==> src/rtl/cache_req_arbiter_if.sv <==
// Requester, response and cache_core signals of cache_req_arbiter.
// Defining ARB_STATS_EN adds the grant_cnt/conflict_cnt statistics outputs.
interface cache_req_arbiter_if #(
  parameter int NUM_REQ = 2,
  parameter int ADDR_W  = 32,
  parameter int DATA_W  = 32,
  parameter int CNT_W   = 8
);
  logic [NUM_REQ-1:0]        req_valid;
  logic [NUM_REQ-1:0]        req_write;
  logic [NUM_REQ*ADDR_W-1:0] req_addr;
  logic [NUM_REQ*DATA_W-1:0] req_wdata;
  logic [NUM_REQ-1:0]        req_ready;
  logic [NUM_REQ-1:0]        rsp_valid;
  logic [DATA_W-1:0]         rsp_rdata;
  logic                      rsp_hit;
  logic [ADDR_W-1:0]         cache_address;
  logic [DATA_W-1:0]         cache_data_in;
  logic                      cache_read_en;
  logic                      cache_write_en;
  logic [DATA_W-1:0]         cache_data_out;
  logic                      cache_hit_flag;
  logic                      busy;
  logic [2:0]                grant_id;
`ifdef ARB_STATS_EN
  logic [NUM_REQ*CNT_W-1:0]  grant_cnt;
  logic [CNT_W-1:0]          conflict_cnt;
`endif

  modport master (
    output req_valid, req_write, req_addr, req_wdata, cache_data_out, cache_hit_flag,
    input  req_ready, rsp_valid, rsp_rdata, rsp_hit, cache_address, cache_data_in,
    input  cache_read_en, cache_write_en, busy, grant_id
`ifdef ARB_STATS_EN
    , input grant_cnt, conflict_cnt
`endif
  );

  modport slave (
    input  req_valid, req_write, req_addr, req_wdata, cache_data_out, cache_hit_flag,
    output req_ready, rsp_valid, rsp_rdata, rsp_hit, cache_address, cache_data_in,
    output cache_read_en, cache_write_en, busy, grant_id
`ifdef ARB_STATS_EN
    , output grant_cnt, conflict_cnt
`endif
  );
endinterface

==> src/rtl/cache_req_arbiter.sv <==
// Round-robin arbiter sharing one cache_core port among NUM_REQ requesters.
// Optional ARB_STATS_EN macro adds saturating grant and conflict counters.
module cache_req_arbiter #(
  parameter int NUM_REQ   = 2,
  parameter int ADDR_W    = 32,
  parameter int DATA_W    = 32,
  parameter int CACHE_LAT = 1,
  parameter int CNT_W     = 8
) (
  input  logic               clk,
  input  logic               reset,
  cache_req_arbiter_if.slave bus
);

  localparam logic [1:0] IDLE  = 2'd0;
  localparam logic [1:0] ISSUE = 2'd1;
  localparam logic [1:0] WAIT  = 2'd2;
  localparam logic [1:0] RESP  = 2'd3;
  localparam int LAT_W = (CACHE_LAT > 1) ? $clog2(CACHE_LAT) : 1;
  localparam logic [LAT_W-1:0] LAT_LOAD = LAT_W'(CACHE_LAT - 1);

  logic [1:0]         state_r;
  logic [2:0]         rr_ptr_r;
  logic [2:0]         grant_id_r;
  logic [LAT_W-1:0]   lat_cnt_r;
  logic               write_r;
  logic [ADDR_W-1:0]  addr_r;
  logic [DATA_W-1:0]  wdata_r;
  logic [DATA_W-1:0]  rsp_rdata_r;
  logic               rsp_hit_r;
  logic               read_en_r;
  logic               write_en_r;
  logic               busy_r;
  logic [NUM_REQ-1:0] req_ready_r;
  logic [NUM_REQ-1:0] rsp_valid_r;

  logic [7:0]         valid_ext_s;
  logic [7:0]         write_ext_s;
  logic [ADDR_W-1:0]  addr_a_s [8];
  logic [DATA_W-1:0]  wdata_a_s [8];
  logic [2:0]         pick_s;
  logic               any_req_s;

  // First valid requester scanning ptr, ptr+1, ... modulo NUM_REQ.
  function automatic logic [2:0] rr_pick(input logic [7:0] valid, input logic [2:0] ptr);
    logic [2:0] idx;
    rr_pick = 3'd0;
    for (int k = NUM_REQ - 1; k >= 0; k--) begin
      idx = 3'((int'(ptr) + k) % NUM_REQ);
      if (valid[idx]) rr_pick = idx;
    end
  endfunction

  function automatic logic [NUM_REQ-1:0] one_hot(input logic [2:0] id);
    for (int i = 0; i < NUM_REQ; i++) one_hot[i] = (id == 3'(i));
  endfunction

  // Unpack the requester buses and choose the round-robin winner.
  always_comb begin
    valid_ext_s = 8'd0;
    write_ext_s = 8'd0;
    for (int i = 0; i < 8; i++) begin
      addr_a_s[i]  = {ADDR_W{1'b0}};
      wdata_a_s[i] = {DATA_W{1'b0}};
    end
    for (int i = 0; i < NUM_REQ; i++) begin
      valid_ext_s[i] = bus.req_valid[i];
      write_ext_s[i] = bus.req_write[i];
      addr_a_s[i]    = bus.req_addr[i*ADDR_W +: ADDR_W];
      wdata_a_s[i]   = bus.req_wdata[i*DATA_W +: DATA_W];
    end
    any_req_s = |bus.req_valid;
    pick_s    = rr_pick(valid_ext_s, rr_ptr_r);
  end

  // Transaction FSM; pulse outputs default low every cycle.
  always_ff @(posedge clk or negedge reset) begin
    if (!reset) begin
      state_r     <= IDLE;
      rr_ptr_r    <= 3'd0;
      grant_id_r  <= 3'd0;
      lat_cnt_r   <= {LAT_W{1'b0}};
      write_r     <= 1'b0;
      addr_r      <= {ADDR_W{1'b0}};
      wdata_r     <= {DATA_W{1'b0}};
      rsp_rdata_r <= {DATA_W{1'b0}};
      rsp_hit_r   <= 1'b0;
      read_en_r   <= 1'b0;
      write_en_r  <= 1'b0;
      busy_r      <= 1'b0;
      req_ready_r <= {NUM_REQ{1'b0}};
      rsp_valid_r <= {NUM_REQ{1'b0}};
    end else begin
      req_ready_r <= {NUM_REQ{1'b0}};
      rsp_valid_r <= {NUM_REQ{1'b0}};
      read_en_r   <= 1'b0;
      write_en_r  <= 1'b0;
      case (state_r)
        IDLE: begin
          if (any_req_s) begin
            grant_id_r  <= pick_s;
            write_r     <= write_ext_s[pick_s];
            addr_r      <= addr_a_s[pick_s];
            wdata_r     <= wdata_a_s[pick_s];
            req_ready_r <= one_hot(pick_s);
            read_en_r   <= ~write_ext_s[pick_s];
            write_en_r  <= write_ext_s[pick_s];
            busy_r      <= 1'b1;
            state_r     <= ISSUE;
          end else begin
            state_r <= IDLE;
          end
        end
        ISSUE: begin
          lat_cnt_r <= LAT_LOAD;
          state_r   <= WAIT;
        end
        WAIT: begin
          if (lat_cnt_r == {LAT_W{1'b0}}) begin
            rsp_rdata_r <= write_r ? {DATA_W{1'b0}} : bus.cache_data_out;
            rsp_hit_r   <= bus.cache_hit_flag;
            rsp_valid_r <= one_hot(grant_id_r);
            state_r     <= RESP;
          end else begin
            lat_cnt_r <= lat_cnt_r - LAT_W'(1);
          end
        end
        RESP: begin
          rr_ptr_r <= (grant_id_r == 3'(NUM_REQ - 1)) ? 3'd0 : grant_id_r + 3'd1;
          busy_r   <= 1'b0;
          state_r  <= IDLE;
        end
        default: begin
          busy_r  <= 1'b0;
          state_r <= IDLE;
        end
      endcase
    end
  end

  assign bus.req_ready      = req_ready_r;
  assign bus.rsp_valid      = rsp_valid_r;
  assign bus.rsp_rdata      = rsp_rdata_r;
  assign bus.rsp_hit        = rsp_hit_r;
  assign bus.cache_address  = addr_r;
  assign bus.cache_data_in  = wdata_r;
  assign bus.cache_read_en  = read_en_r;
  assign bus.cache_write_en = write_en_r;
  assign bus.busy           = busy_r;
  assign bus.grant_id       = grant_id_r;

`ifdef ARB_STATS_EN
  logic [CNT_W-1:0] grant_cnt_r [NUM_REQ];
  logic [CNT_W-1:0] conflict_cnt_r;
  logic             multi_req_s;

  assign multi_req_s = |(bus.req_valid & (bus.req_valid - NUM_REQ'(1)));

  // Saturating statistics, stepped on every IDLE->ISSUE grant.
  always_ff @(posedge clk or negedge reset) begin
    if (!reset) begin
      for (int i = 0; i < NUM_REQ; i++) grant_cnt_r[i] <= {CNT_W{1'b0}};
      conflict_cnt_r <= {CNT_W{1'b0}};
    end else if (state_r == IDLE && any_req_s) begin
      for (int i = 0; i < NUM_REQ; i++) begin
        if (pick_s == 3'(i) && grant_cnt_r[i] != {CNT_W{1'b1}}) begin
          grant_cnt_r[i] <= grant_cnt_r[i] + CNT_W'(1);
        end
      end
      if (multi_req_s && conflict_cnt_r != {CNT_W{1'b1}}) begin
        conflict_cnt_r <= conflict_cnt_r + CNT_W'(1);
      end
    end
  end

  for (genvar g = 0; g < NUM_REQ; g++) begin : g_cnt
    assign bus.grant_cnt[g*CNT_W +: CNT_W] = grant_cnt_r[g];
  end
  assign bus.conflict_cnt = conflict_cnt_r;
`endif

endmodule
==> src/flat_wrapper.sv <==
// flat-port wrapper written by rule: the top's interface ports become plain ports
module cache_req_arbiter_flat 
#(
  parameter int NUM_REQ   = 2,
  parameter int ADDR_W    = 32,
  parameter int DATA_W    = 32,
  parameter int CACHE_LAT = 1,
  parameter int CNT_W     = 8
)
  (clk, reset, bus_req_valid, bus_req_write, bus_req_addr, bus_req_wdata, bus_cache_data_out, bus_cache_hit_flag, bus_req_ready, bus_rsp_valid, bus_rsp_rdata, bus_rsp_hit, bus_cache_address, bus_cache_data_in, bus_cache_read_en, bus_cache_write_en, bus_busy, bus_grant_id);
  cache_req_arbiter_if #(.NUM_REQ(NUM_REQ), .ADDR_W(ADDR_W), .DATA_W(DATA_W), .CNT_W(CNT_W)) bus_i ();
  input  logic clk;
  input  logic reset;
  input wire logic [$bits(bus_i.req_valid)-1:0] bus_req_valid;
  input wire logic [$bits(bus_i.req_write)-1:0] bus_req_write;
  input wire logic [$bits(bus_i.req_addr)-1:0] bus_req_addr;
  input wire logic [$bits(bus_i.req_wdata)-1:0] bus_req_wdata;
  input wire logic [$bits(bus_i.cache_data_out)-1:0] bus_cache_data_out;
  input wire logic [$bits(bus_i.cache_hit_flag)-1:0] bus_cache_hit_flag;
  output wire logic [$bits(bus_i.req_ready)-1:0] bus_req_ready;
  output wire logic [$bits(bus_i.rsp_valid)-1:0] bus_rsp_valid;
  output wire logic [$bits(bus_i.rsp_rdata)-1:0] bus_rsp_rdata;
  output wire logic [$bits(bus_i.rsp_hit)-1:0] bus_rsp_hit;
  output wire logic [$bits(bus_i.cache_address)-1:0] bus_cache_address;
  output wire logic [$bits(bus_i.cache_data_in)-1:0] bus_cache_data_in;
  output wire logic [$bits(bus_i.cache_read_en)-1:0] bus_cache_read_en;
  output wire logic [$bits(bus_i.cache_write_en)-1:0] bus_cache_write_en;
  output wire logic [$bits(bus_i.busy)-1:0] bus_busy;
  output wire logic [$bits(bus_i.grant_id)-1:0] bus_grant_id;
  assign bus_i.req_valid = bus_req_valid;
  assign bus_i.req_write = bus_req_write;
  assign bus_i.req_addr = bus_req_addr;
  assign bus_i.req_wdata = bus_req_wdata;
  assign bus_i.cache_data_out = bus_cache_data_out;
  assign bus_i.cache_hit_flag = bus_cache_hit_flag;
  assign bus_req_ready = bus_i.req_ready;
  assign bus_rsp_valid = bus_i.rsp_valid;
  assign bus_rsp_rdata = bus_i.rsp_rdata;
  assign bus_rsp_hit = bus_i.rsp_hit;
  assign bus_cache_address = bus_i.cache_address;
  assign bus_cache_data_in = bus_i.cache_data_in;
  assign bus_cache_read_en = bus_i.cache_read_en;
  assign bus_cache_write_en = bus_i.cache_write_en;
  assign bus_busy = bus_i.busy;
  assign bus_grant_id = bus_i.grant_id;
  cache_req_arbiter #(.NUM_REQ(NUM_REQ), .ADDR_W(ADDR_W), .DATA_W(DATA_W), .CACHE_LAT(CACHE_LAT), .CNT_W(CNT_W)) u_core (.clk(clk), .reset(reset), .bus(bus_i));
endmodule
==> config.mk <==
export PLATFORM = sky130hd
export DESIGN_NAME = cache_req_arbiter_flat
export DESIGN_NICKNAME = d
export VERILOG_FILES = /design/src/rtl/cache_req_arbiter_if.sv /design/src/rtl/cache_req_arbiter.sv /design/src/flat_wrapper.sv
export SDC_FILE = /design/constraint.sdc
export NUM_CORES = 1
export LEC_CHECK = 0
export ABC_CLOCK_PERIOD_IN_PS = 1910
export CAP_MARGIN = 20
export CORE_MARGIN = 2
export CORE_UTILIZATION = 39
export CTS_CLUSTER_DIAMETER = 30
export DETAILED_ROUTE_END_ITERATION = 10
export PLACE_DENSITY = 0.82
export SLEW_MARGIN = 10
export SYNTH_ARGS = -nofsm -noshare
export SYNTH_HDL_FRONTEND = slang
export SYNTH_SLANG_ARGS = --single-unit
==> constraint.sdc <==
create_clock -name clk -period 1.91 [get_ports clk]
set_input_delay 0.2865 -clock clk [delete_from_list [all_inputs] [get_ports clk]]
set_output_delay 0.2865 -clock clk [all_outputs]
set_load 0.05 [all_outputs]
Word-level counts from Yosys, hierarchy flattened
Cells that the tools add are included.

Output and inout bits: 107. Register bits: 112. Input port bits: 167.

Reductions and logical operators: 9. Bitwise gates (word level): 4. Muxes and demuxes: 31. Add/sub/neg operators: 3. Equal/unequal tests: 7. Magnitude comparators: 4.

Operators with widths (count): 32-bit binary-select mux with 3-bit select (2); 32-bit two-way mux (5); 1-bit two-way mux (12); 2-bit two-way mux (5); 3-bit by 4-bit less-than comparator with 1-bit output (second input constant) (2); 2-bit one-hot mux with 4 select lines (1); 3-bit by 1-bit equality test with 1-bit output (second input constant) (2); 3-bit logical NOT (2); 3-bit two-way mux (2); 2-bit AND reduction (3); 2-bit equality test (second input constant) (2); 4-bit >= comparator (second input constant) (1); 1-bit by 4-bit less-than comparator with 1-bit output (second input constant) (1); 3-bit inverter with 4-bit output (1); 1-bit one-hot mux with 2 select lines (2); 2-bit nonzero test (2); 1-bit binary-select mux with 3-bit select (1); 1-bit adder (second input constant) (2); 1-bit binary-select mux with 2-bit select (1); 2-bit by 1-bit equality test with 1-bit output (second input constant) (1); 2-bit logical NOT (1); 2-bit by 1-bit != test with 1-bit output (second input constant) (1); 2-bit != test (second input constant) (1); 1-bit inverter (2); other kinds (3) (3).

Depth between registers and ports, before layout
Gate-level depths: netlist (run 1).

Depth in word-level cells: 11. Gate-level depth with buffers: 8.

Worst setup path before layout (run 1)
No wires, ideal clock.

Kind: reg-to-reg. From: register u_core.state_r[0]. To: register u_core.addr_r[29], in the netlist u_core.bus.cache_address[29]. Data arrival time: 1446 ps. Cell stages (with the launch flop): 8. Slack: 338 ps. Clock period less this slack: 1572 ps. Path through: dfrtp_1 > inv_1 > ha_1 > o21ai_2 > clkbuf_1 > buf_6 > and2_1 > a221o_1.

Word-level cells in the longest chain between the ends: 2.

Ends and longest elaborated chain: start, declared (line cache_req_arbiter.sv:22) `logic [1:0] state_r;`; start signal, assigned (line cache_req_arbiter.sv:79) `state_r <= IDLE;`; start signal, assigned (line cache_req_arbiter.sv:109) `state_r <= ISSUE;`; start signal, assigned (line cache_req_arbiter.sv:111) `state_r <= IDLE;`; 2-bit logical NOT (line cache_req_arbiter.sv:98) `case (state_r)`; 2-bit AND reduction (no line); end signal, assigned (line cache_req_arbiter.sv:84) `addr_r <= {ADDR_W{1'b0}};`; end signal, assigned (line cache_req_arbiter.sv:103) `addr_r <= addr_a_s[pick_s];`; end, declared (line cache_req_arbiter.sv:27) `logic [ADDR_W-1:0] addr_r;`.

Every way passes these cells. A chain may end at the register's enable or synchronous reset.

Final worst setup path (run 1)
From: register u_core.wdata_r[6], in the netlist u_core.bus.cache_data_in[6]. To: output bus_cache_data_in[6].

RTL lines: start, declared (line cache_req_arbiter.sv:28) `logic [DATA_W-1:0] wdata_r;`; start signal, assigned (line cache_req_arbiter.sv:85) `wdata_r <= {DATA_W{1'b0}};`; start signal, assigned (line cache_req_arbiter.sv:104) `wdata_r <= wdata_a_s[pick_s];`; end, declared (line flat_wrapper.sv:25) `output wire logic [$bits(bus_i.cache_data_in)-1:0] bus_cache_data_in;`.

No word-level cell between the ends.

==> results of run 1 <==
[final timing paths]
kind	depth (start not counted)	slack (ns)	endpoint
hold reg to reg	2	0.52	u_core.bus.busy
min in group clk	3	0.49	u_core.bus.cache_data_in[5]
setup / recovery	1	0.05	bus_cache_data_in[6]
max in group asynchronous	2	1.46	u_core.bus.cache_data_in[9]
setup reg to reg	7	0.11	u_core.bus.cache_data_in[17]
hold / removal	2	0.007	u_core.bus.rsp_rdata[17]
[per-stage QoR]
stage,cells,area (um2),worst slack [ns],utilization
CTS,864,8003,0.04855,0.6663
global route,864,8003,0.02013,0.6663
detailed placement,848,7705,0.0003595,0.6415
finish,864,8003,0.04937,0.6663
global placement,848,7705,0.08718,0.6415
floorplan,450,4822,0.3377,-
[cells in the mapped netlist, types with 4 or more instances]
| cell | number | area [um2] |
|---|---|---|
| clkbuf_1 | 23 | 86.33 |
| nand3b_1 | 32 | 240.2 |
| buf_6 | 9 | 101.4 |
| inv_1 | 36 | 135.1 |
| buf_2 | 5 | 25.02 |
| and2_1 | 43 | 269.0 |
| a221o_1 | 42 | 420.4 |
| nor2_1 | 26 | 97.59 |
| o21ai_0 | 55 | 275.3 |
| a21oi_1 | 25 | 125.1 |
| dfrtp_1 | 109 | 2728 |
| a31oi_1 | 23 | 143.9 |
| ha_1 | 4 | 50.05 |
[cell families (layout without fill, tap and decap cells)]
| logic type | count (synthesis) | after routing | share of synthesized area |
|---|---|---|---|
| AOI/OAI and AO/OA | 151 | 151 | 0.2098 |
| adders and majority gates | 4 | 4 | 0.01039 |
| buffers and inverters | 76 | 343 | 0.07608 |
| DFF | 109 | 109 | 0.5661 |
| muxes | 1 | 1 | 0.002337 |
| other | 1 | 2 | 0.0007783 |
| and+or+nand+nor | 107 | 107 | 0.1345 |
[placed cells by master, fill, tap and decap left out, drive strengths merged]
cell type,n
nand3,1
dfrtp,109
o21ai,56
a21oi,26
conb,2
mux2,1
a221o,42
inv,36
a21boi,1
clkbuf,13
nand2b,1
nand3b,32
o21a,1
clkdlybuf4s50,266
and3,2
clkinvlp,1
o22ai,1
buf,25
a21o,1
a31oi,23
nor2b,2
and2,43
nor2,26
clkinv,2
ha,4
[per-layer routing]
layer,share of wire,routed length [um]
met2,0.51,7788
met5,0,0
met4,0.028,427
met3,0.074,1130
met1,0.39,6026
[flip-flops by register name, summed over array words and instances (netlist names)]
name and flops:
u_core.bus.grant_id 1, u_core.bus.busy 1, u_core.bus.cache_write_en 1, u_core.write_r 1, u_core.state_r 2, u_core.rr_ptr_r 1, u_core.bus.rsp_rdata 32, u_core.bus.cache_data_in 32
u_core.bus.cache_read_en 1, u_core.bus.req_ready 2, u_core.bus.rsp_hit 1, u_core.bus.cache_address 32, u_core.bus.rsp_valid 2
[power by group through the flow]
stage	combinational (mW)	clock (mW)	sequential, mW
after floorplan	2.38	0	7.16
after global placement	8.44	0	3.96
after detailed placement	8.66	0	3.98
after CTS	8.68	1.88	3.97
after global routing	9.08	1.99	4.09
final	8.63	1.84	3.98
[area by class of cell]
type	instances	area, um2
well taps	147	183.9
inverters	36	135.1
repair buffers	291	2913
clock inverters	3	17.52
fillers	922	4009
flip-flops and latches	109	2728
multi-input cells	265	1745
clock buffers	13	280.3
==> flow_metrics.env, run 1 <==
export IMPL_setup_violations=0
export IMPL_cp_required_ns=1.62
export IMPL_dieArea_um2=13260
export IMPL_h_tree_depth=3
export IMPL_core_area_um2=12010
export IMPL_grt_max_degree=110
export IMPL_p_sw_frac=0.4767
export IMPL_p_leak_nw=3.310
export IMPL_numCtsBuffers=9
export IMPL_ir_worst_vdd_v=0.001086
export IMPL_syn_to_final_growth_pct=66.09
export IMPL_p_switching_mw=6.890
export IMPL_slowest_stage="clkdlybuf4s50_1"
export IMPL_die_h_um=115.2
export IMPL_ctsHoldBuffers=0
export IMPL_post_cts_buffers=0
export IMPL_clockBufferDepth=2
export IMPL_synth_seq_cells=109
export IMPL_seqPwrFrac=0.275
export IMPL_drc=0
export IMPL_cts_resized=0
export IMPL_critical_path_buf_inv_count=1
export IMPL_synth_area_um2=4818
export IMPL_rr_startpoint="u_core.state_r[0]"
export IMPL_use_met1=0.2687
export IMPL_overflow=0
export IMPL_clkPwrFrac=0.128
export IMPL_final_setup_tns_ns=0
export IMPL_gp_congestion=0.7692
export IMPL_nNetsFinal=883
export IMPL_slowest_delay_ns=0.82
export IMPL_wl_per_cell_um=17.79
export IMPL_period_share=0.9742
export IMPL_power_density_nw_per_um2=1806
export IMPL_comb_power_share=0.597
export IMPL_intPower_mw=7.562
export IMPL_dominantRegCellSynth="dfrtp_1"
export IMPL_drv_cap=0
export IMPL_fp_dieW_um=115.2
export IMPL_rows=40
export IMPL_place_detailed_hpwl_um=11300
export IMPL_cts_sinks=109
export IMPL_crit_chain="clkdlybuf4s50_1"
export IMPL_first_global_vias=4624
export IMPL_postSynthCellCount=449
export IMPL_yosysWarnings=0
export IMPL_synth_edf_count=0
export IMPL_yosysUniqueCellTypes=28
export IMPL_dr_pass1_iters=5
export IMPL_met2_usage=0.3922
export IMPL_port_buffers=271
export IMPL_ios=274
export IMPL_worst_setup_path_start_kind="register"
export IMPL_cts_root_buf="clkbuf_16"
export IMPL_cp_end_kind="output pin"
export IMPL_wirelength_um=15370
export IMPL_syn_area_per_cell_um2=10.73
export IMPL_fmax_mhz=537.5
export IMPL_drv_slew=0
export IMPL_vias=4552
export IMPL_track_usage=0.2286
export IMPL_antenna_left=0
export IMPL_via_per_inst=5.269
export IMPL_grt_util_met3=0.06062
export IMPL_clk_pin_slew_ns=0.07
export IMPL_ys_async_sr_fraction=1.000
export IMPL_layout_min_cycle_time_ns=1.861
export IMPL_slew_headroom=0.4746
export IMPL_drtIter0Drc=321
export IMPL_drive_gt1_frac=0.06416
export IMPL_ys_seq_area_frac=0.5661
export IMPL_status="finished, final reports clean"
export IMPL_initial_core_util=0.4011
export IMPL_busiest_layer="met2"
export IMPL_insertedDiodeCount=0
export IMPL_cpLargestDelayFamily="buffers and inverters"
export IMPL_antenna_found_initial=0
export IMPL_finClkSkew_ns=0.006487
export IMPL_hp_class="input pin to asynchronous set/reset pin"
export IMPL_clock_latency_ns=0.35
export IMPL_hold_slack_ns=0.006940
export IMPL_rsz0062_at_grt="false"
export IMPL_power_mw=14.45
export IMPL_arrival_ns=1.57
export IMPL_cts_tree="done"
export IMPL_critPathLaunch="u_core.bus.cache_data_in[6]"
export IMPL_path_max_fanout=2
export IMPL_hold_viol_final=0
export IMPL_grt_pass1_wl_um=23380
export IMPL_worstMarginPinSlew_ns=0.7882
export IMPL_path_class="register to output pin"
Power figures use the tool's default switching activity.
==> inputs of run 2 (changes only) <==
Settings changed: GPL_TIMING_DRIVEN set to 0.
==> run 2 against run 1 <==
Compared with the run above: power increased by 0.62%; global-route usage increased by 0.057 points; die area stayed put; flip-flop and latch count unchanged; clock skew increased by 0.0012 ns; clock power is 3% higher; sequential power is 3% lower; final cell count increased by 2.5%; register-to-register slack about the same; via count grew 2.9%; cell area is 0.70% higher.
==> flow_metrics.env, run 2 (synthesis gave the netlist of run 1 again) <==
export IMPL_status="finished, final reports clean"
export IMPL_drc=0
export IMPL_cp_end_kind="output pin"
export IMPL_post_cts_buffers=0
export IMPL_setup_ws_ns=0.04758
export IMPL_slew_headroom=0.6177
export IMPL_fmax_mhz=536.9
export IMPL_hold_slack_ns=0.3778
export IMPL_cts_tree="done"
export IMPL_h_tree_depth=3
export IMPL_insertedDiodeCount=0
export IMPL_numCtsBuffers=9
export IMPL_ios=274
export IMPL_core_area_um2=12010
export IMPL_antenna_left=0
export IMPL_hold_viol_final=0
export IMPL_arrival_ns=1.58
export IMPL_path_class="register to output pin"
export IMPL_period_share=0.9751
export IMPL_grt_max_degree=87
export IMPL_wl_per_cell_um=17.63
export IMPL_first_global_vias=4719
export IMPL_layout_min_cycle_time_ns=1.862
export IMPL_initial_core_util=0.4011
export IMPL_drv_slew=0
export IMPL_dieArea_um2=13260
export IMPL_rsz0062_at_grt="true"
export IMPL_cts_root_buf="clkbuf_16"
export IMPL_grt_pass1_wl_um=23790
export IMPL_slowest_delay_ns=0.83
export IMPL_clock_latency_ns=0.34
export IMPL_layout_common_cells="clkdlybuf4s50_1 (269), dfrtp_1 (109), o21ai_0 (55), and2_1 (43), a221o_1 (42)"
export IMPL_dr_pass1_iters=5
export IMPL_syn_to_final_growth_pct=67.26
export IMPL_drive_gt1_frac=0.05683
export IMPL_clockBufferDepth=2
export IMPL_utilization=0.6709
export IMPL_crit_chain="clkdlybuf4s50_1"
export IMPL_clk_pin_slew_ns=0.08
export IMPL_hp_class="input pin to asynchronous set/reset pin"
export IMPL_cpLargestDelayFamily="buffers and inverters"
export IMPL_cts_sinks=109
export IMPL_cp_required_ns=1.62
export IMPL_post_dp_cell_area_um2=7747
export IMPL_power_density_nw_per_um2=1804
export IMPL_place_detailed_hpwl_um=11900
export IMPL_die_h_um=115.2
export IMPL_drtIter0Drc=257
export IMPL_p_leak_nw=3.333
export IMPL_antenna_found_initial=0
export IMPL_ir_worst_vdd_v=0.0009800
export IMPL_final_setup_tns_ns=0
export IMPL_drv_cap=0
export IMPL_path_max_fanout=2
export IMPL_layout_commonest_cell="clkdlybuf4s50_1"
export IMPL_setup_violations=0
export IMPL_pre_cts_slack_ns=-0.2641
export IMPL_worstMarginPinSlew_ns=0.5717
export IMPL_via_per_inst=5.288
export IMPL_slowest_stage="clkdlybuf4s50_1"
export IMPL_fin_area_um2=8059
export IMPL_fp_dieW_um=115.2
export IMPL_worst_setup_path_start_kind="register"
export IMPL_gp_congestion=0.8367
export IMPL_port_buffers=271
export IMPL_rows=40
export IMPL_critical_path_buf_inv_count=1
export IMPL_finClkSkew_ns=0.007719
export IMPL_wirelength_um=15620
export IMPL_track_usage=0.2292
export IMPL_overflow=0
export IMPL_nNetsFinal=905
export IMPL_vias=4685
run 2: timing repair:
action,CTS,global route
setup endpoints to repair,1,44
pin swaps,0,0
gates resized for setup,1,9
hold buffers,1,0
endpoints found under the hold margin,23,0
run 2: worst paths after layout:
kind | endpoint | cells after the start | startpoint | slack, ns
max reg2reg | u_core.bus.cache_data_in[19] | 8 | u_core.state_r[0] | 0.12
min | u_core.bus.rsp_rdata[19] | 2 | reset | 0.38
max in group asynchronous | u_core.bus.rsp_rdata[29] | 3 | reset | 0.80
min reg2reg | u_core.bus.busy | 2 | u_core.bus.busy | 0.52
min in group clk | u_core.bus.cache_data_in[10] | 3 | bus_req_wdata[10] | 0.50
max | bus_cache_data_in[6] | 1 | u_core.bus.cache_data_in[6] | 0.05
run 2: area by class of cell:
class,instances,area [um2]
clock inverters,7,72.57
multi-input cells,265,1728
inverters,36,135.1
fillers,927,3953
repair buffers,273,2750
flip-flops and latches,109,2728
clock buffers,9,225.2
well taps,147,183.9
plain buffers,40,236.5
run 2: power breakdown:
group          internal, mW  switching, mW  total [mW]
Clock                  1.02          0.874        1.90
Sequential             3.33          0.558        3.88
Combinational          3.23           5.53        8.76
run 2: per-layer routing:
layer  vias to the layer above  global-route usage  routed length (um)
met2                       217              0.3988                7882
met1                      2285              0.2730                6114
met3                        27             0.06009                1232
met5                         -                   0                   0
met4                         0             0.08594                 393
li1                       2156                   -                   -
run 2: metrics by stage:
stage	std cells	power, mW
after global routing	886	15.26
after global placement	868	12.47
after CTS	886	14.62
final	886	14.54
after floorplan	450	9.535
after detailed placement	869	12.69
==> inputs of run 3 (changes only) <==
Settings changed: CAP_MARGIN 20 to unset, CORE_UTILIZATION 39 to 45, DONT_BUFFER_PORTS set to 1, HOLD_SLACK_MARGIN set to 0.12, PLACE_DENSITY 0.82 to unset.
==> run 3 against run 2 <==
Compared with the run above: the run now fails in clock tree synthesis; area after synthesis is the same; synthesized cell count is the same.
==> flow_metrics.env, run 3 <==
export IMPL_h_tree_depth=3
export IMPL_yosysWarnings=0
export IMPL_die_h_um=107.5
export IMPL_dominantRegCellSynth="dfrtp_1"
export IMPL_yosysMostFrequentCell="dfrtp_1"
export IMPL_cts_resized=1
export IMPL_cts_root_buf="clkbuf_8"
export IMPL_clockBufferDepth=2
export IMPL_yosysUniqueCellTypes=28
export IMPL_cts_sinks=109
export IMPL_yosysTopAreaCell="dfrtp_1"
export IMPL_synth_seq_cells=109
export IMPL_ys_seq_area_frac=0.5661
export IMPL_dp_cells=586
export IMPL_failed_stage="clock tree synthesis"
export IMPL_gp_congestion=0.7579
export IMPL_syn_area_per_cell_um2=10.73
export IMPL_pre_cts_slack_ns=-0.003650
export IMPL_numCtsBuffers=9
export IMPL_initial_core_util=0.4646
export IMPL_port_buffers=0
export IMPL_synth_edf_count=0
export IMPL_status="stopped before the end"
export IMPL_netlist_top_cells_count="dfrtp_1 (109), o21ai_0 (55), and2_1 (43), a221o_1 (42), inv_1 (36)"
export IMPL_place_detailed_hpwl_um=9581
export IMPL_synth_area_um2=4818
export IMPL_post_cts_buffers=0
export IMPL_postSynthCellCount=449
export IMPL_ios=274
export IMPL_yosysTopAreaCellShare=0.5661
export IMPL_rows=37
export IMPL_first_error="[ERROR RSZ-0060] Max buffer count reached."
export IMPL_ys_top_cells_by_area="dfrtp_1 (57%), a221o_1 (8.7%), o21ai_0 (5.7%)"
export IMPL_ys_async_sr_fraction=1.000
export IMPL_ctsHoldBuffers=121
export IMPL_fp_dieW_um=107.5
run 3: through the flow:
stage | setup TNS [ns] | hold slack (ns) | area [um2] | util
floorplan | 0 | -0.009091 | 4822 | -
global placement | 0 | -0.006519 | 4992 | 0.4814
detailed placement | -0.003650 | -0.006839 | 4992 | 0.4814
run 3: cells by family after synthesis:
kind of cell | after synthesis | share of synthesized area
mux | 1 | 0.002337
fa+ha+maj | 4 | 0.01039
simple gates | 107 | 0.1345
compound gates | 151 | 0.2098
other cells | 1 | 0.0007783
buf+inv | 76 | 0.07608
flops | 109 | 0.5661
==> inputs of run 4 (changes only) <==
Settings changed: CORE_UTILIZATION 45 to 30, CTS_CLUSTER_DIAMETER 30 to unset, HOLD_SLACK_MARGIN 0.12 to unset, PLACE_DENSITY_LB_ADDON set to 0.15.
==> run 4 against run 3 <==
Compared with the run above: the flow now finishes, with violations (negative hold slack).
==> flow_metrics.env, run 4 (synthesis gave the netlist of run 1 again) <==
export IMPL_drv_cap=0
export IMPL_clk_pin_slew_ns=0.07
export IMPL_place_detailed_hpwl_um=10240
export IMPL_drtIter0Drc=167
export IMPL_dr_pass1_iters=4
export IMPL_track_usage=0.1567
export IMPL_insertedDiodeCount=0
export IMPL_layout_commonest_cell="dfrtp_1"
export IMPL_wirelength_um=13950
export IMPL_drc=0
export IMPL_gp_congestion=0.7138
export IMPL_arrival_ns=2.02
export IMPL_cp_end_kind="register"
export IMPL_antenna_left=0
export IMPL_hold_slack_ns=-0.3738
export IMPL_grt_pass1_wl_um=20270
export IMPL_drive_gt1_frac=0.08798
export IMPL_rr_worst_depth=7
export IMPL_path_max_fanout=10
export IMPL_hold_viol_final=109
export IMPL_p_sw_frac=0.5325
export IMPL_power_mw=12.36
export IMPL_cts_root_buf="clkbuf_16"
export IMPL_via_per_inst=5.166
export IMPL_rows=46
export IMPL_clock_latency_ns=0.35
export IMPL_rrSetupSlack_ns=0.12
export IMPL_initial_core_util=0.3055
export IMPL_violations="negative hold slack"
export IMPL_rsz0062_at_grt="false"
export IMPL_layout_common_cells="dfrtp_1 (109), o21ai_0 (55), and2_1 (43), a221o_1 (42), inv_1 (36)"
export IMPL_worstMarginPinSlew_ns=0.6520
export IMPL_setup_violations=0
export IMPL_ir_worst_vdd_v=0.0007638
export IMPL_cp_required_ns=2.14
export IMPL_h_tree_depth=3
export IMPL_vias=3523
export IMPL_numCtsBuffers=9
export IMPL_wl_per_cell_um=20.45
export IMPL_port_buffers=0
export IMPL_grt_max_degree=110
export IMPL_nNetsFinal=632
export IMPL_fin_area_um2=5421
export IMPL_dieArea_um2=17090
export IMPL_pre_cts_slack_ns=-0.05910
export IMPL_intPower_mw=5.779
export IMPL_path_class="register to register"
export IMPL_layout_min_cycle_time_ns=1.791
export IMPL_drv_slew=0
export IMPL_p_switching_mw=6.582
export IMPL_first_global_vias=3587
export IMPL_finClkSkew_ns=0.01136
export IMPL_p_leak_nw=2.284
export IMPL_overflow=0
export IMPL_fp_dieW_um=130.7
export IMPL_clkPwrFrac=0.159
export IMPL_r2r_end="u_core.bus.cache_address[29]"
export IMPL_hp_class="input pin to asynchronous set/reset pin"
export IMPL_die_h_um=130.7
export IMPL_slew_headroom=0.5653
export IMPL_antenna_found_initial=0
export IMPL_core_area_um2=15770
export IMPL_post_dp_cell_area_um2=5092
export IMPL_seqPwrFrac=0.598
export IMPL_power_density_nw_per_um2=2280
export IMPL_fmax_mhz=558.3
export IMPL_clockBufferDepth=2
export IMPL_worst_setup_path_start_kind="register"
export IMPL_ios=274
export IMPL_setup_ws_ns=0.1188
export IMPL_rr_startpoint="u_core.state_r[0]"
export IMPL_cts_sinks=109
export IMPL_period_share=0.9378
export IMPL_syn_to_final_growth_pct=12.52
export IMPL_comb_power_share=0.243
export IMPL_utilization=0.3438
export IMPL_cts_tree="done"
export IMPL_status="finished with violations"
## run 4: layout make-up
cell class	instances	area, um2
fillers	1665	10350
flip-flops and latches	109	2728
multi-input cells	265	1735
well taps	216	270.3
clock buffers	12	256.5
plain buffers	40	241.5
inverters	36	135.1
clock inverters	4	55.05
## run 4: worst max path at each step
stage / start / endpoint / slack, ns / cells past startpoint
after floorplan: u_core.state_r[0] / u_core.bus.cache_address[29] / 0.34 / 7
final: u_core.state_r[0] / u_core.bus.cache_address[29] / 0.12 / 7
after detailed placement: u_core.state_r[1] / u_core.bus.cache_data_in[16] / -0.06 / 8
after global routing: u_core.state_r[0] / u_core.bus.cache_data_in[21] / 0.009 / 8
after global placement: u_core.state_r[0] / u_core.bus.cache_data_in[19] / -0.02 / 8
after CTS: u_core.state_r[0] / u_core.bus.rsp_rdata[22] / 0.009 / 6
## run 4: timing repair
action                                  in CTS  in global routing
buffers inserted                             0                  0
endpoints found under the hold margin      109                109
gates resized for setup                      2                 11
pin swaps                                    0                  0
endpoints found under the setup margin      18                 30
## run 4: metrics by stage
stage	setup TNS, ns	instances
after floorplan	0	450
after global placement	-0.02061	666
after detailed placement	-0.5109	666
after CTS	0	682
after global routing	0	682
final	0	682
## run 4: power groups by stage
stage / registers (mW) / logic [mW] / clock network (mW)
2_1_floorplan: 7.16 / 2.38 / 0
3_3_place_gp: 7.46 / 2.93 / 0
3_5_place_dp: 7.46 / 3.01 / 0
4_1_cts: 7.42 / 3.03 / 2.04
5_1_grt: 7.53 / 3.42 / 2.16
6_report: 7.40 / 3.01 / 1.96
## run 4: routing by layer
metal | global-route usage | part of all wire | vias up
met5 | 0 | 0 | -
li1 | - | - | 1607
met1 | 0.2008 | 0.41 | 1730
met3 | 0.07003 | 0.11 | 10
met4 | 0.04005 | 0.011 | 0
met2 | 0.2430 | 0.48 | 176
## run 4: worst max-delay path, cell delays in order, from the launching register on
cell and delay (ns):
dfrtp_1 0.38, inv_1 0.10, ha_1 0.26, o21ai_2 0.16, buf_4 0.20, buf_6 0.15, and2_1 0.15, a221o_1 0.26
